**src/rtl/muldiv_hilo_ctrl.sv**
```systemverilog
// rtl/muldiv_hilo_ctrl.sv - HI/LO owner and launch/commit sequencer for the iterative 32x32 multiplier
module muldiv_hilo_ctrl #(
    parameter int TIMEOUT = 40,
    parameter int CNT_W   = 8
) (
    input  logic        clk,
    input  logic        rst_n,
    input  logic        op_valid,
    input  logic [2:0]  op,
    input  logic [31:0] rs_val,
    input  logic [31:0] rt_val,
    output logic        op_ready,
    input  logic        flush,
    output logic [31:0] rd_data,
    output logic        rd_valid,
    output logic        mul_start,
    output logic        mul_signed,
    output logic [31:0] mul_a,
    output logic [31:0] mul_b,
    input  logic        mul_done,
    input  logic [63:0] mul_y,
    output logic        busy,
    output logic        done,
    output logic        timeout_err,
    output logic [31:0] hi,
    output logic [31:0] lo
);

    localparam logic [0:0] S_IDLE = 1'b0;
    localparam logic [0:0] S_RUN  = 1'b1;

    localparam logic [2:0] OP_MULT  = 3'b001;
    localparam logic [2:0] OP_MULTU = 3'b010;
    localparam logic [2:0] OP_MFHI  = 3'b011;
    localparam logic [2:0] OP_MFLO  = 3'b100;
    localparam logic [2:0] OP_MTHI  = 3'b101;
    localparam logic [2:0] OP_MTLO  = 3'b110;

    localparam logic [CNT_W-1:0] CNT_LAST = CNT_W'(TIMEOUT - 1);

    logic [0:0]       state;
    logic [CNT_W-1:0] cnt;
    logic             accept;

    assign op_ready = (state == S_IDLE) & ~flush;
    assign busy     = (state == S_RUN);
    assign accept   = op_valid & op_ready;

    always_ff @(posedge clk or negedge rst_n) begin
        if (!rst_n) begin
            state       <= S_IDLE;
            cnt         <= '0;
            hi          <= '0;
            lo          <= '0;
            rd_data     <= '0;
            mul_a       <= '0;
            mul_b       <= '0;
            mul_signed  <= 1'b0;
            mul_start   <= 1'b0;
            rd_valid    <= 1'b0;
            done        <= 1'b0;
            timeout_err <= 1'b0;
        end else begin
            mul_start   <= 1'b0;
            rd_valid    <= 1'b0;
            done        <= 1'b0;
            timeout_err <= 1'b0;
            case (state)
                S_IDLE: begin
                    if (accept) begin
                        case (op)
                            OP_MULT, OP_MULTU: begin
                                mul_a      <= rs_val;
                                mul_b      <= rt_val;
                                mul_signed <= (op == OP_MULT);
                                mul_start  <= 1'b1;
                                cnt        <= '0;
                                state      <= S_RUN;
                            end
                            OP_MFHI: begin
                                rd_data  <= hi;
                                rd_valid <= 1'b1;
                            end
                            OP_MFLO: begin
                                rd_data  <= lo;
                                rd_valid <= 1'b1;
                            end
                            OP_MTHI: hi <= rs_val;
                            OP_MTLO: lo <= rs_val;
                            default: ;
                        endcase
                    end
                end
                S_RUN: begin
                    cnt <= cnt + CNT_W'(1);
                    // cnt==0 is the mul_start cycle; a finish flag there is stale
                    if (flush) begin
                        state <= S_IDLE;
                    end else if (mul_done && (cnt != '0)) begin
                        hi    <= mul_y[63:32];
                        lo    <= mul_y[31:0];
                        done  <= 1'b1;
                        state <= S_IDLE;
                    end else if (cnt == CNT_LAST) begin
                        timeout_err <= 1'b1;
                        state       <= S_IDLE;
                    end
                end
                default: state <= S_IDLE;
            endcase
        end
    end

endmodule

```
**config.mk**
```make
export PLATFORM = sky130hd
export DESIGN_NAME = muldiv_hilo_ctrl
export DESIGN_NICKNAME = d
export VERILOG_FILES = /design/src/rtl/muldiv_hilo_ctrl.sv
export SDC_FILE = /design/constraint.sdc
export NUM_CORES = 1
export LEC_CHECK = 0
export ABC_AREA = 1
export ABC_CLOCK_PERIOD_IN_PS = 2300
export CORE_MARGIN = 2
export CORE_UTILIZATION = 30
export DETAILED_ROUTE_END_ITERATION = 16
export SYNTH_ARGS = -nofsm -noshare
export SYNTH_HDL_FRONTEND = slang
export SYNTH_SLANG_ARGS = --single-unit
export TNS_END_PERCENT = 30
```
**constraint.sdc**
```tcl
create_clock -name clk -period 2.3 [get_ports clk]
set_clock_uncertainty 0.2 [all_clocks]
set_input_delay 0.46 -clock clk [delete_from_list [all_inputs] [get_ports clk]]
set_output_delay 0.46 -clock clk [all_outputs]
set_load 0.1 [all_outputs]
```
==> results.json <==
{
  "clk_path_buf_depth": 2,
  "final_design_area_no_fill_mm2": 0.0117,
  "ant_nets": 0,
  "core_area_mm2": 0.0259,
  "status": "complete, no violations",
  "crit_buf_inv": 2,
  "portBuffers": 302,
  "drt_iter0_markers": 515,
  "n_fill_cell": 2578,
  "cp_top_family": "buffers and inverters",
  "tightest_slew_ns": 0.473,
  "synth-seq-area-share": 0.554,
  "internal_power_mw": 7.61,
  "syn_to_final_growth_pct": 48.7,
  "fin_crit_sh": 0.950,
  "total_power_mw": 17.7,
  "cp.required_ns": 1.64,
  "final_layout_size_suffix_gt1_frac": 0.191,
  "cts_sinks": 174,
  "worstSetupPathType": "reg2out",
  "seqPwrFrac": 0.267,
  "rsz0062_at_grt": "false",
  "post_drt_wl_per_cell_um": 16.4,
  "syn_avg_cell_area_um2": 7.72,
  "combPwrFrac": 0.561,
  "irDropWorstVdd_mv": 1.14,
  "num_vias": 7448,
  "num_rows": 59,
  "crit_fanout": 42,
  "crit_chain": "buf_4 -> buf_12",
  "routed_wl_mm": 27.2,
  "max_stage_delay_ns": 0.45,
  "setup_violations": 0,
  "hold_depth": 2,
  "slew_headroom": 0.685,
  "cts-resized-gates": 0,
  "yosysWarnings": 0,
  "drc": 0,
  "p_leak_nw": 6.16,
  "start_util": 0.303,
  "synth_seq_cells": 174,
  "p_clk_frac": 0.172,
  "cts_tree": "done",
  "layout.cells.non_filler": 1659,
  "grt_pass1_vias": 7334,
  "antenna_found_initial": 4,
  "clk_pin_slew_worst_paths_ns": 0.07,
  "switching_share": 0.570,
  "tns_ns": 0,
  "root_buffer": "clkbuf_16",
  "maxCapViolations": 0,
  "fp.dieH_um": 166,
  "critPathCaptureType": "output port",
  "p_per_area_mw_per_mm2": 1510,
  "dp_hpwl_mm": 20.5,
  "synth_area_mm2": 0.00786,
  "grt-ovfl-total": 0,
  "hp-class": "reg2reg",
  "syn_nets": 1156,
  "period_minus_slack_ns": 2.18,
  "clk_latency_ns": 0.43,
  "die_area_mm2": 0.0275,
  "critical_path_depth": 2,
  "grt.total_usage": 0.197,
  "place_congestion": 0.875,
  "crit_slowest_cell": "dfrtp_4",
  "cts_made_buffers": 17,
  "ios": 303,
  "die_x_um": 166,
  "grt_max_degree": 66,
  "timing.fmax_ghz": 0.458,
  "first_pass_iters": 5,
  "finalMaxSlewViolations": 0,
  "crit_path_start_kind": "flip-flop",
  "synth_cell_type_count": 22,
  "placed_area_mm2": 0.0110,
  "grt_pass1_wl_mm": 42.6,
  "power_switching_mw": 10.1,
  "avgViaCountPerCell": 4.49,
  "post-place-cells": 1622,
  "hold_viol": 0,
  "fin_nets": 1445,
  "syn-instance-count": 1018,
  "ff2ff_path_depth": 9,
  "htree_levels": 4,
  "arrival_ns": 1.52
}
## cell type report
class | instances | area (um^2) | area share
Antenna cell | 4 | 10.0 | 0.000857
Timing Repair Buffer | 328 | 2990 | 0.256
Clock buffer | 18 | 439 | 0.0376
Clock inverter | 14 | 179 | 0.0153
Inverter | 50 | 188 | 0.0161
Tap cell | 335 | 419 | 0.0359
Multi-Input combinational cell | 736 | 3100 | 0.265
Sequential cell | 174 | 4360 | 0.373
## what timing repair did
action | in CTS | in global routing
setup buffers | 0 | 0
hold buffers | 1 | 0
endpoints found under the hold margin | 39 | 0
## Yosys cell counts (all sizes together)
master  count  share of area
nand2     536           0.26
dfrtp     174           0.55
nand3      75          0.048
inv        50          0.024
nor2       41          0.021
o21ai      41          0.026
buf        37          0.028
a21oi      35          0.022
clkbuf     21          0.010
nand4       4         0.0051
ha          2         0.0032
a22oi       1        0.00096
or2         1        0.00080
## stage by stage
| step | setup WS (ns) | util | hold slack, ns |
|---|---|---|---|
| floorplan | -0.0295 | - | -0.0356 |
| global placement | 0.108 | 0.426 | 0.221 |
| detailed placement | 0.0538 | 0.426 | 0.221 |
| CTS | 0.0867 | 0.451 | 0.288 |
| global route | 0.0359 | 0.451 | 0.307 |
| finish | 0.116 | 0.451 | 0.283 |
## layout by cell type, fill, tap and decap left out, drive strengths merged, types with 18 or more instances in the layout
| cell type | count |
|---|---|
| nor2 | 41 |
| clkbuf | 18 |
| nand2 | 536 |
| clkdlybuf4s50 | 134 |
| nand3 | 75 |
| o21ai | 41 |
| dfrtp | 174 |
| buf | 193 |
| a21oi | 35 |
| inv | 55 |
## power by group through the flow
stage | Clock [mW] | Combinational, mW | Sequential, mW
floorplan | 0 | 1.28 | 11.0
global placement | 0 | 9.90 | 4.76
detailed placement | 0 | 9.96 | 4.76
CTS | 3.11 | 9.97 | 4.73
global route | 3.23 | 10.3 | 4.85
finish | 3.04 | 9.91 | 4.72
## metal layers
metal | wire [um] | GRT usage
met5 | 0 | 0
met3 | 1510 | 0.0350
met1 | 12600 | 0.277
met2 | 12300 | 0.303
met4 | 725 | 0.0756
## flip-flops by register name, summed over array words and instances (netlist names)
register	cells
busy	1
cnt	8
done	1
hi	32
lo	32
mul_a	32
mul_b	32
mul_signed	1
mul_start	1
rd_data	32
rd_valid	1
timeout_err	1
## worst min-delay path: stages, from the launching register on
cell and delay (ns):
dfrtp_1 0.35, nand2_1 0.05, nand2_1 0.05
## logic make-up (layout without fill, tap and decap cells)
group	after synthesis	count (layout)	synth area share
flops	174	174	0.554
buf+inv	108	410	0.0614
simple gates	657	657	0.332
compound gates	77	77	0.0493
fa+ha+maj	2	2	0.00318
other cells	0	4	0
## worst paths after layout
path                                            from                    end  slack [ns]
worst max-delay path                  busy$_DFF_PN0_                   busy        0.12
min in group asynchronous                      rst_n  mul_a[30]$_DFFE_PN0P_        0.32
max in group asynchronous                      rst_n   mul_b[9]$_DFFE_PN0P_        0.83
worst max register to register    cnt[0]$_DFFE_PN0P_     lo[15]$_DFFE_PN0P_        0.45
worst min register to register  mul_b[4]$_DFFE_PN0P_   mul_b[4]$_DFFE_PN0P_        0.28
worst min-delay path            mul_b[4]$_DFFE_PN0P_   mul_b[4]$_DFFE_PN0P_        0.28
No activity file was read; power rests on OpenSTA's default activity.
